--- src/rtl/led_rgb_fader.sv ---
// led_rgb_fader: per-channel PWM dimmer that ramps each RGB channel linearly toward its on/off target.
// Optional LED_RGB_FADER_GAMMA_EN selects a squared duty curve with one extra duty pipeline register.
module led_rgb_fader #(
  parameter bit INVERSE_MODE = 1'b1
) (
  input  logic        aclk,
  input  logic        aresetn,
  input  logic        led_r_in,
  input  logic        led_g_in,
  input  logic        led_b_in,
  input  logic [7:0]  brightness_r,
  input  logic [7:0]  brightness_g,
  input  logic [7:0]  brightness_b,
  input  logic [15:0] fade_step_div,
  output logic [2:0]  fade_busy,
  output logic        LED_R,
  output logic        LED_G,
  output logic        LED_B
);

  typedef enum logic [1:0] {ST_OFF, ST_RISE, ST_ON, ST_FALL} fade_state_t;

  logic [2:0]  r_on;
  logic [15:0] r_pre_cnt;
  logic [7:0]  r_pwm_cnt;
  logic        w_tick;
  logic [2:0]  w_led_in;
  logic [2:0]  w_led_out;
  logic [7:0]  w_bright [3];

  assign w_led_in    = {led_b_in, led_g_in, led_r_in};
  assign w_bright[0] = brightness_r;
  assign w_bright[1] = brightness_g;
  assign w_bright[2] = brightness_b;
  assign w_tick      = (r_pre_cnt == fade_step_div);

  assign LED_R = w_led_out[0];
  assign LED_G = w_led_out[1];
  assign LED_B = w_led_out[2];

  // A divider lowered below the running count lets the count wrap through 2^16 before the next tick.
  always_ff @(posedge aclk or negedge aresetn) begin
    if (!aresetn) begin
      r_on      <= 3'b000;
      r_pre_cnt <= 16'd0;
      r_pwm_cnt <= 8'd0;
    end else begin
      r_on      <= w_led_in ^ {3{INVERSE_MODE}};
      r_pre_cnt <= w_tick ? 16'd0 : r_pre_cnt + 16'd1;
      r_pwm_cnt <= (r_pwm_cnt == 8'd254) ? 8'd0 : r_pwm_cnt + 8'd1;
    end
  end

  genvar gi;
  generate
    for (gi = 0; gi < 3; gi++) begin : g_ch
      logic [7:0]  w_tgt;
      logic [7:0]  r_level;
      logic [7:0]  w_duty;
      logic        w_active;
      logic        r_led;
      fade_state_t w_state;
      fade_state_t r_state;

      assign w_tgt = r_on[gi] ? w_bright[gi] : 8'd0;

      // Level steps use this cycle's compare, so a ramp stops exactly on target.
      always_comb begin
        w_state = ST_OFF;
        if (r_level < w_tgt) begin
          w_state = ST_RISE;
        end else if (r_level > w_tgt) begin
          w_state = ST_FALL;
        end else if (w_tgt != 8'd0) begin
          w_state = ST_ON;
        end
      end

      always_ff @(posedge aclk or negedge aresetn) begin
        if (!aresetn) begin
          r_level <= 8'd0;
          r_state <= ST_OFF;
        end else begin
          r_state <= w_state;
          if (w_tick) begin
            case (w_state)
              ST_RISE: r_level <= r_level + 8'd1;
              ST_FALL: r_level <= r_level - 8'd1;
              default: r_level <= r_level;
            endcase
          end
        end
      end

      assign fade_busy[gi] = (r_state == ST_RISE) || (r_state == ST_FALL);

`ifdef LED_RGB_FADER_GAMMA_EN
      logic [15:0] w_sq;
      logic [15:0] w_sq_rnd;
      logic [7:0]  r_duty;

      assign w_sq     = {8'd0, r_level} * {8'd0, r_level};
      assign w_sq_rnd = w_sq + 16'd255;

      always_ff @(posedge aclk or negedge aresetn) begin
        if (!aresetn) begin
          r_duty <= 8'd0;
        end else begin
          r_duty <= 8'(w_sq_rnd >> 8);
        end
      end

      assign w_duty = r_duty;
`else
      assign w_duty = r_level;
`endif

      assign w_active = (r_pwm_cnt < w_duty);

      always_ff @(posedge aclk or negedge aresetn) begin
        if (!aresetn) begin
          r_led <= INVERSE_MODE;
        end else begin
          r_led <= w_active ^ INVERSE_MODE;
        end
      end

      assign w_led_out[gi] = r_led;
    end
  endgenerate

endmodule
--- config.mk ---
export PLATFORM = sky130hd
export DESIGN_NAME = led_rgb_fader
export DESIGN_NICKNAME = d
export VERILOG_FILES = /design/src/rtl/led_rgb_fader.sv
export SDC_FILE = /design/constraint.sdc
export NUM_CORES = 1
export LEC_CHECK = 0
export BUFFER_PORTS_ARGS = -buffer_cell sky130_fd_sc_hd__buf_2
export CORE_MARGIN = 1.5
export CORE_UTILIZATION = 40
export DETAILED_ROUTE_END_ITERATION = 8
export GPL_TIMING_DRIVEN = 0
export HOLD_SLACK_MARGIN = 0.03
export SLEW_MARGIN = 5
export SYNTH_ARGS = -nofsm -noshare
export SYNTH_HDL_FRONTEND = slang
export SYNTH_SLANG_ARGS = --single-unit
--- constraint.sdc ---
create_clock -name aclk -period 4.3 [get_ports aclk]
set_input_delay 0.645 -clock aclk [delete_from_list [all_inputs] [get_ports aclk]]
set_output_delay 0.645 -clock aclk [all_outputs]
set_load 0.05 [all_outputs]
Word-level counts from Yosys, hierarchy flattened

Cells that the tools add are included.

Bits in registers: 60
Input port bits: 45
Output and inout port bits: 6
Logic and storage cells: 76

Add/subtract/negate cells: 8
$lt $le $gt $ge: 9
Equality and inequality tests: 14
Muxes and demuxes: 17
Bitwise logic cells: 4
Reductions and logical operators: 12

Operator list:

| operator              | count |
|---|---|
| $lt 8x8->1            | 6 |
| $pmux 8 s2            | 3 |
| $add 8x1->8 const B   | 4 |
| $mux 8                | 4 |
| $gt 8x8->1            | 3 |
| $reduce_bool 8->1     | 3 |
| $sub 8x1->8 const B   | 3 |
| $mux 2                | 9 |
| $add 16x1->16 const B | 1 |
| $eq 16x16->1          | 1 |
| $mux 16               | 1 |
| $eq 2x1->1 const B    | 6 |
| $eq 2x2->1 const B    | 6 |
| $eq 8x8->1 const B    | 1 |
| $reduce_and 2->1      | 3 |
| $reduce_bool 2->1     | 3 |
| $logic_or 1x1->1      | 3 |
| $not 1->1             | 3 |
| $not 3->3             | 1 |

Longest topological paths before layout

Gate-level depths: netlist of run 1.

Depth in word-level cells: 8
Mapped depth: 17
Gate-level depth less buffers: 16

Least setup slack after synthesis of run 1

No wires, ideal clock.

Path type: input-to-reg
Start point: in brightness_g[0]
End point: reg g_ch[1].r_level[7]
Setup time: 0.123 ns
Arrival time: 3.029 ns
Data required time: 4.177 ns
Setup slack: 1.148 ns
Cell stages on the path: 16
Path buffers: 0
Cell sequence: and2_1 > ha_1 > inv_1 > a21oi_1 > o21ai_0 > a21oi_1 > or2_2 > inv_1 > ha_1 > a21o_1 > a41o_1 > nor4_1 > a21oi_1 > xnor2_1 > nand3_1 > xnor2_1

Cells in the longest elaborated chain, start to end: 8
Elaborated cells on any way between the ends: 12
Those cells by class: order compare: 2; eq/ne: 2; mux: 5; reduce/logical: 3

RTL lines:

| what                                               | line | source |
|---|---|---|
| from (decl)                                        | 12   | `input logic [7:0] brightness_g,` |
| $mux 8 *                                           | 65   | `assign w_tgt = r_on[gi] ? w_bright[gi] : 8'd0;` |
| branches (longest 3 deep; another with $gt 8x8->1) | --   |  |
| $mux 2 *                                           | 70   | `if (r_level < w_tgt) begin` |
| $eq 2x2->1 or $eq 2x1->1 (tied branches)           | 86   | `case (w_state)` |
| $reduce_bool 2->1 (no line)                        | --   |  |
| $reduce_and 2->1 (no line)                         | --   |  |
| to (signal assigned)                               | 87   | `ST_RISE: r_level <= r_level + 8'd1;` |
| to (signal assigned)                               | 88   | `ST_FALL: r_level <= r_level - 8'd1;` |
| to (signal assigned)                               | 89   | `default: r_level <= r_level;` |
| to (decl)                                          | 58   | `logic [7:0] r_level;` |

Every way passes the cells marked *.
A chain may end at the register's enable or synchronous reset.

Worst setup path after layout of run 1

Start point: reg r_on[2]
End point: reg g_ch[2].r_level[7]

Cells in the longest elaborated chain, start to end: 8
Elaborated cells on any way between the ends: 12
Those cells by class: order compare: 2; eq/ne: 2; mux: 5; reduce/logical: 3

RTL lines:

| what                                               | line | source |
|---|---|---|
| from (decl)                                        | 23   | `logic [2:0] r_on;` |
| from (signal assigned)                             | 48   | `r_on <= w_led_in ^ {3{INVERSE_MODE}};` |
| $mux 8 *                                           | 65   |  |
| branches (longest 3 deep; another with $gt 8x8->1) | --   |  |
| $mux 2 *                                           | 70   |  |
| $eq 2x2->1 or $eq 2x1->1 (tied branches)           | 86   |  |
| $reduce_bool 2->1 (no line)                        | --   |  |
| $reduce_and 2->1 (no line)                         | --   |  |
| to (signal assigned)                               | 87   |  |
| to (signal assigned)                               | 88   |  |
| to (signal assigned)                               | 89   |  |
| to (decl)                                          | 58   |  |

Marks and branches as above.

==> summary.txt, run 1 <==
Synth
  – Top_reg_cell synth: dfrtp_1
  – Post-synth top cells: ha_1 (66), nand2_1 (61), dfrtp_1 (54), inv_1 (37)
  – Post-synth EDFFs: 0
  – Biggest area consumer among synthesized cells: dfrtp_1
  – Count leader, synth: ha_1
  – Post-synth top area share: 31.8%
  – Synthesized area per cell: 8.98 um^2
  – Ys async rst share: 100%
  – Mapped Cells: 473
  – Yosys warnings: 0
  – Sequential share of the synthesized area: 33.7%
  – Synth top area cells: dfrtp_1 (32%), ha_1 (19%), xnor2_1 (7.2%)
  – Net count after synthesis: 587
  – Synth Cell Area: 4250 um^2
  – Number of synthesized register bits: 57
  – Post-synthesis cell type count: 40

Outcome
  – Status: complete, no violations

Drt
  – Routed wire length per instance: 12.7 um
  – # DRC: 0
  – Vias post-DR: 3321
  – Final ANT Viol Nets: 0
  – WL final: 8.56 mm
  – Pre-antenna DRT Iters: 5
  – Initial DRC Count: 93
  – Avg Vias per Cell: 4.92

Pwr
  – Final Total Pwr: 1.33 mW
  – Pwr dens: 271 nW/um^2
  – VDD IR max: 0.192 mV
  – P_leak: 2.34 nW

Setup path
  – R2R Path Start: r_on[2]$_DFF_PN0_
  – Nature of the critical path startpoint: flip-flop
  – Worst path cell trace: clkbuf_1, nand2_1, ha_1, a21oi_1, o21ai_0, a21oi_1, or2_2, inv_1, ha_1, a21o_1, a41oi_1, o21ai_1, o31ai_2, xnor2_1, nor2_1, xnor2_1
  – R2R Setup Slk: 0.80 ns
  – Critical Path RT: 4.52 ns
  – Reg2Reg Depth: 16
  – Crit-path max cell delay: 0.34 ns
  – R2R Path End: g_ch[2].r_level[7]$_DFFE_PN0P_
  – CP max-delay cell: or2_2
  – Worst setup EP type: flip-flop
  – Critical-path maximum fanout: 8
  – CP Data Arrival Time: 3.73 ns
  – CP Class: reg -> reg

Final layout
  – Fill cells: 1021
  – Nets: 648
  – Share of cells above drive strength 1: 15.0%
  – Area grow syn2layout: 15.3%
  – Area of the multi-input gates: 2610 um^2
  – Area occupied by registers: 1430 um^2
  – ANT cells: 0

Floorplan
  – Die Area: 11200 um^2
  – Core Area: 10300 um^2
  – I/O pin cnt: 51
  – Die Span X: 106 um
  – Cell row count: 37
  – Initial core utilization: 41.1%
  – DIE HEIGHT: 106 um

GRT
  – Largest net degree at the start of global routing: 58
  – Total gr overflow: 0
  – GR Util All Layers: 16.8%
  – Initial antenna violation count: 0
  – Vias in the first global route: 3356
  – First-pass GRT wire length: 15.2 mm

STA
  – Final Hold Fails: 0
  – Max Clk Rate: 0.285 GHz
  – RSZ-0062 raised after global routing: no
  – Final Max Tran Viols: 0
  – Minimum clock period: 3.50 ns
  – Final worst slack: 0.797 ns
  – Setup TNS: 0 ns
  – Final hold slack: 0.372 ns
  – Final setup vio count: 0
  – Final period utilization: 81.5%
  – Worst-Margin Slew: 0.744 ns
  – Final setup skew: 0.00841 ns
  – Worst slew margin: 50.4%

CTS
  – CTS sink count: 57
  – TritonCTS clock tree: built
  – Clk slew on worst S/H paths: 0.08 ns
  – CTS Buf Count: 9
  – Cts repair resizes: 0
  – Worst-case clock buffer depth: 2
  – Hold_buf cts: 0
  – CTS Root Buffer Type: clkbuf_8
  – Post-CTS Setup Inserts: 0
  – Clk_lat worst skew: 0.33 ns
  – CTS H-tree depth: 3

Min path
  – Min-delay worst type: in -> async

Placement
  – Post-DP HPWL: 6.54 mm
  – PortBufs: 50
  – Place WS: 0.705 ns
  – RePlAce Congestion: 0.878

Job
  – Number of max-cap violations: 0
power breakdown:
| group | internal (mW) | leakage (nW) | total, mW | switching [mW] |
|---|---|---|---|---|
| Sequential | 0.556 | 0.683 | 0.583 | 0.0270 |
| Clock | 0.332 | 0.110 | 0.584 | 0.251 |
| Combinational | 0.0772 | 1.54 | 0.162 | 0.0853 |
| Total | 0.965 | 2.34 | 1.33 | 0.364 |
how the worst max path moves through the flow:
stage	startpoint	endpoint
CTS	r_on[2]$_DFF_PN0_	g_ch[2].r_level[7]$_DFFE_PN0P_
finish	r_on[2]$_DFF_PN0_	g_ch[2].r_level[7]$_DFFE_PN0P_
floorplan	brightness_g[0]	g_ch[1].r_level[7]$_DFFE_PN0P_
global placement	brightness_b[0]	g_ch[2].r_level[7]$_DFFE_PN0P_
global route	r_on[2]$_DFF_PN0_	g_ch[2].r_level[7]$_DFFE_PN0P_
detailed placement	brightness_b[0]	g_ch[2].r_level[7]$_DFFE_PN0P_
registers in the layout, summed over array words and instances, names as in the netlist:
signal,cells
g_ch.r_level,24
r_pre_cnt,16
r_pwm_cnt,8
g_ch.r_state,3
r_on,3
LED_B,1
LED_G,1
LED_R,1
routing by layer:
layer,wire (um),vias to the layer above,track usage [%]
met5,0,-,0
met4,56,0,5.98
met3,260,4,2.88
met2,4030,49,28.2
met1,4220,1541,21.8
li1,-,1727,-
through the flow:
step | utilization, % | instances | cell area [um^2]
floorplan | - | 473 | 4250
global placement | 45.2 | 659 | 4670
detailed placement | 45.2 | 659 | 4670
CTS | 47.4 | 675 | 4900
global route | 47.4 | 675 | 4900
finish | 47.4 | 675 | 4900
worst max-delay path: cells and delay by family, from the launching register on:
family                     cells  cell delay [ns]
adders and majority gates      2             0.57
xor gates and xnor gates       2             0.26
and+or+nand+nor                3             0.51
buffers and inverters          2             0.46
AOI/OAI and AO/OA              7             1.25
DFF                            1             0.33
cell families (layout without fill, tap and decap cells):
| group | after synthesis | in the layout | synth area share, % |
|---|---|---|---|
| buf+inv | 50 | 116 | 4.77 |
| mux | 3 | 3 | 0.737 |
| xor+xnor | 58 | 58 | 12.0 |
| fa+ha+maj | 69 | 69 | 20.9 |
| simple gates | 145 | 145 | 15.7 |
| flops | 57 | 57 | 33.7 |
| compound gates | 91 | 91 | 12.3 |
placed cells by master, fill, tap and decap left out, drive strengths merged:
| cell type | count |
|---|---|
| mux2i | 2 |
| a21boi | 3 |
| ha | 66 |
| o211ai | 3 |
| nor2 | 35 |
| a41oi | 1 |
| a31oi | 1 |
| buf | 55 |
| xnor2 | 35 |
| o21a | 3 |
| o31ai | 1 |
| clkinvlp | 1 |
| nand3 | 13 |
| a21oi | 32 |
| and3 | 3 |
| o21ai | 38 |
| nor2b | 6 |
| dfrtp | 54 |
| a21o | 7 |
| bufinv | 2 |
| nand4 | 7 |
| a41o | 1 |
| nand2b | 4 |
| xor2 | 23 |
| fa | 3 |
| clkbuf | 17 |
| o22ai | 1 |
| dfstp | 3 |
| clkinv | 2 |
| mux2 | 1 |
| and4 | 1 |
| and2 | 5 |
| nand2 | 62 |
| nor4 | 5 |
| inv | 39 |
| or2 | 3 |
| or3 | 1 |
area by class of cell:
cell class | count | area share [%]
buffer | 13 | 1.30
tap | 136 | 3.48
clock buffer | 9 | 2.53
sequential | 57 | 29.2
multi-input combinational | 366 | 53.4
clock inverter | 7 | 2.10
inverter | 37 | 2.84
timing repair buffer | 50 | 5.16
(Power assumes the default switching activity.)
==> inputs of run 2 (changes only) <==
--- a/config.mk
+++ b/config.mk
@@ -5,6 +5,7 @@
 export SDC_FILE = /design/constraint.sdc
 export NUM_CORES = 1
 export LEC_CHECK = 0
+export ABC_AREA = 1
 export BUFFER_PORTS_ARGS = -buffer_cell sky130_fd_sc_hd__buf_2
 export CORE_MARGIN = 1.5
 export CORE_UTILIZATION = 40
==> constraint.sdc (replaced) <==
create_clock -name aclk -period 3.1 [get_ports aclk]
set_input_delay 0.465 -clock aclk [delete_from_list [all_inputs] [get_ports aclk]]
set_output_delay 0.465 -clock aclk [all_outputs]
set_load 0.05 [all_outputs]
==> run 2 against run 1 <==
Final cell count grew 24%. Sequential share of layout area down 2.8 points. Clock power up 83%. Combinational power grew to 3.9 times the previous value. First-iteration DRC count grew 33%. Critical path depth grew 1. Final area is 11% higher. Core utilization up 0.088 points. Synthesized cell count grew 34%. Die area increased by 9.9%. Sequential power grew 54%. Power rose by 95%. Largest power group unchanged.
==> summary.txt, run 2 <==
Synth
  – Synth Cell Area: 4680 um^2
  – Post-synth EDFFs: 0
  – Synthesized area per cell: 7.41 um^2
  – Biggest area consumer among synthesized cells: dfrtp_1
  – Yosys warnings: 0
  – Mapped Cells: 632
  – Number of synthesized register bits: 57
  – Net count after synthesis: 746
  – Largest family of logic cells by synthesized area: simple AND/OR/NAND/NOR gates
  – Synth Area in Compound Gates: 11.1%
  – Ys async rst share: 100%
  – Simple-gate share of the synthesized area: 26.2%
  – Post-synth top cells: nand2_1 (184), inv_1 (98), ha_1 (66), dfrtp_1 (54), nor2_1 (52)
  – Mux contribution to synthesized area: 0%
  – Post-synth top area share: 28.9%
  – Sequential share of the synthesized area: 30.6%
  – Top_reg_cell synth: dfrtp_1
  – Synth Area in XOR/XNOR: 3.93%
  – Count leader, synth: nand2_1
  – Post-synthesis cell type count: 34
  – Synth Area in Adders: 18.9%
  – Synth top area cells: dfrtp_1 (29%), ha_1 (18%), nand2_1 (15%)

Final layout
  – Most common cell after layout, fill and taps aside: nand2_1
  – Commonest cells after routing, fill and taps aside: nand2_1 (184), inv_1 (98), ha_1 (66), dfrtp_1 (52), nor2_1 (51)
  – Max reg flops: 24
  – Top Registers: g_ch.r_level: 24 flops, r_pre_cnt: 16 flops, r_pwm_cnt: 8 flops
  – Area grow syn2layout: 15.9%
  – Share of cells above drive strength 1: 14.4%
  – Top reg by flops: g_ch.r_level
  – ANT cells: 0
  – Nets: 804

STA
  – Final Hold Fails: 0
  – Setup TNS: 0 ns
  – Final hold slack: 0.207 ns
  – Max Clk Rate: 0.354 GHz
  – RSZ-0062 raised after global routing: no
  – Final setup vio count: 0
  – Worst slew margin: 49.1%
  – Final setup skew: 0.00700 ns
  – Final period utilization: 91.1%
  – Final Max Tran Viols: 0
  – Minimum clock period: 2.82 ns
  – Worst-Margin Slew: 0.764 ns

Floorplan
  – Die Area: 12400 um^2
  – Core Area: 11400 um^2
  – Initial core utilization: 41.0%
  – I/O pin cnt: 51
  – Cell row count: 39
  – Die Span X: 111 um
  – DIE HEIGHT: 111 um

CTS
  – CTS Buf Count: 9
  – CTS Root Buffer Type: clkbuf_16
  – CTS sink count: 57
  – Hold_buf cts: 0
  – Clk_lat worst skew: 0.32 ns
  – TritonCTS clock tree: built
  – Clk slew on worst S/H paths: 0.06 ns
  – Worst-case clock buffer depth: 2
  – CTS H-tree depth: 3

Drt
  – Avg Vias per Cell: 4.84
  – # DRC: 0
  – Pre-antenna DRT Iters: 4
  – Routed wire length per instance: 11.7 um
  – Initial DRC Count: 124
  – WL final: 9.81 mm
  – Vias post-DR: 4048
  – Final ANT Viol Nets: 0

GRT
  – Vias in the first global route: 4048
  – Largest net degree at the start of global routing: 58
  – GR Util All Layers: 16.9%
  – Total gr overflow: 0
  – First-pass GRT wire length: 17.5 mm
  – Initial antenna violation count: 0

Pwr
  – Pwr dens: 478 nW/um^2
  – P_leak: 3.00 nW
  – VDD IR max: 0.348 mV

Job
  – Number of max-cap violations: 0

Setup path
  – CP Class: reg -> reg
  – Levels on crit path: 17
  – Crit-path max cell delay: 0.44 ns
  – CP Data Arrival Time: 3.04 ns
  – Delay-heaviest family, CP: simple AND/OR/NAND/NOR gates
  – Worst setup EP type: flip-flop
  – CP max-delay cell: dfrtp_1
  – Worst Path Buf+Inv: 2
  – Nature of the critical path startpoint: flip-flop
  – Reg2Reg Depth: 17
  – Critical-path maximum fanout: 8
  – Critical Path RT: 3.31 ns
  – CP most frequent cell: nand2_1
  – Worst path cell trace: nand2_1, ha_1, nand2_1, nor2_1, nand2_1, nand2_1, nand2_1, inv_1, ha_1, a21oi_1, nand2_1, a21oi_1, inv_1, nand2_1, nand3_1, nand2_1, nand2_1

Placement
  – PortBufs: 50
  – Post-DP HPWL: 7.64 mm
  – RePlAce Congestion: 0.872

Outcome
  – Status: complete, no violations

Min path
  – Min-delay worst type: in -> async
run 2: path summary, 6_finish.rpt:
kind                                             endpoint  slack [ns]               startpoint
setup / recovery           g_ch[2].r_level[7]$_DFFE_PN0P_        0.28        r_on[2]$_DFF_PN0_
hold / removal                     r_pre_cnt[5]$_DFF_PN0_        0.21                  aresetn
setup reg to reg           g_ch[2].r_level[7]$_DFFE_PN0P_        0.28        r_on[2]$_DFF_PN0_
hold reg to reg                   r_pre_cnt[15]$_DFF_PN0_        0.48  r_pre_cnt[15]$_DFF_PN0_
max in group asynchronous               r_on[0]$_DFF_PN0_        2.33                  aresetn
min in group aclk                       r_on[1]$_DFF_PN0_        0.27                 led_g_in
run 2: logic make-up after synthesis:
| group | after synthesis |
|---|---|
| and+or+nand+nor | 287 |
| buffers and inverters | 113 |
| adders and majority gates | 69 |
| xor gates and xnor gates | 21 |
| AOI/OAI and AO/OA | 85 |
| DFF | 57 |
run 2: cell type report:
class / count / area (um^2)
Fill cell: 1158 / 5990
Tap cell: 143 / 179
Inverter: 106 / 403
Buffer: 4 / 18.8
Clock inverter: 5 / 80.1
Multi-Input combinational cell: 462 / 2820
Timing Repair Buffer: 50 / 253
Sequential cell: 57 / 1430
Clock buffer: 10 / 239
run 2: power breakdown:
part | internal, mW | total (mW) | switching (mW) | leakage [nW]
sequential | 0.817 | 0.900 | 0.0834 | 0.681
combinational | 0.244 | 0.629 | 0.385 | 2.17
clock | 0.719 | 1.07 | 0.347 | 0.151
run 2: worst register-to-register path, cell delays in order, from the launching register on:
cell	delay, ns
dfrtp_1	0.44
nand2_1	0.09
ha_1	0.29
nand2_1	0.07
nor2_1	0.18
nand2_1	0.13
nand2_1	0.13
nand2_1	0.10
inv_1	0.18
ha_1	0.32
a21oi_1	0.16
nand2_1	0.12
a21oi_1	0.20
inv_1	0.06
nand2_1	0.07
nand3_1	0.07
nand2_1	0.06
nand2_1	0.04
run 2: per-stage QoR:
| step | setup WS (ns) | total power, mW | instances | utilization, % | cell area (um^2) |
|---|---|---|---|---|---|
| finish | 0.276 | 2.60 | 837 | 47.5 | 5430 |
| global route | 0.0121 | 2.78 | 837 | 47.5 | 5430 |
| CTS | 0.0911 | 2.63 | 840 | 47.6 | 5430 |
| detailed placement | 0.105 | 1.54 | 825 | 44.8 | 5110 |
| global placement | 0.209 | 1.51 | 825 | 44.8 | 5110 |
| floorplan | 0.485 | 1.38 | 632 | - | 4680 |
run 2: repair_timing:
action / CTS / global route
resized for setup: 0 / 3
setup buffers: 0 / 0
setup endpoints to repair: 0 / 11
run 2: layer usage:
layer	GRT usage, %	up-vias	routed length [um]
met4	3.38	0	106
met3	3.77	8	330
li1	-	2139	-
met2	29.9	71	4700
met5	0	-	0
met1	21.2	1830	4680
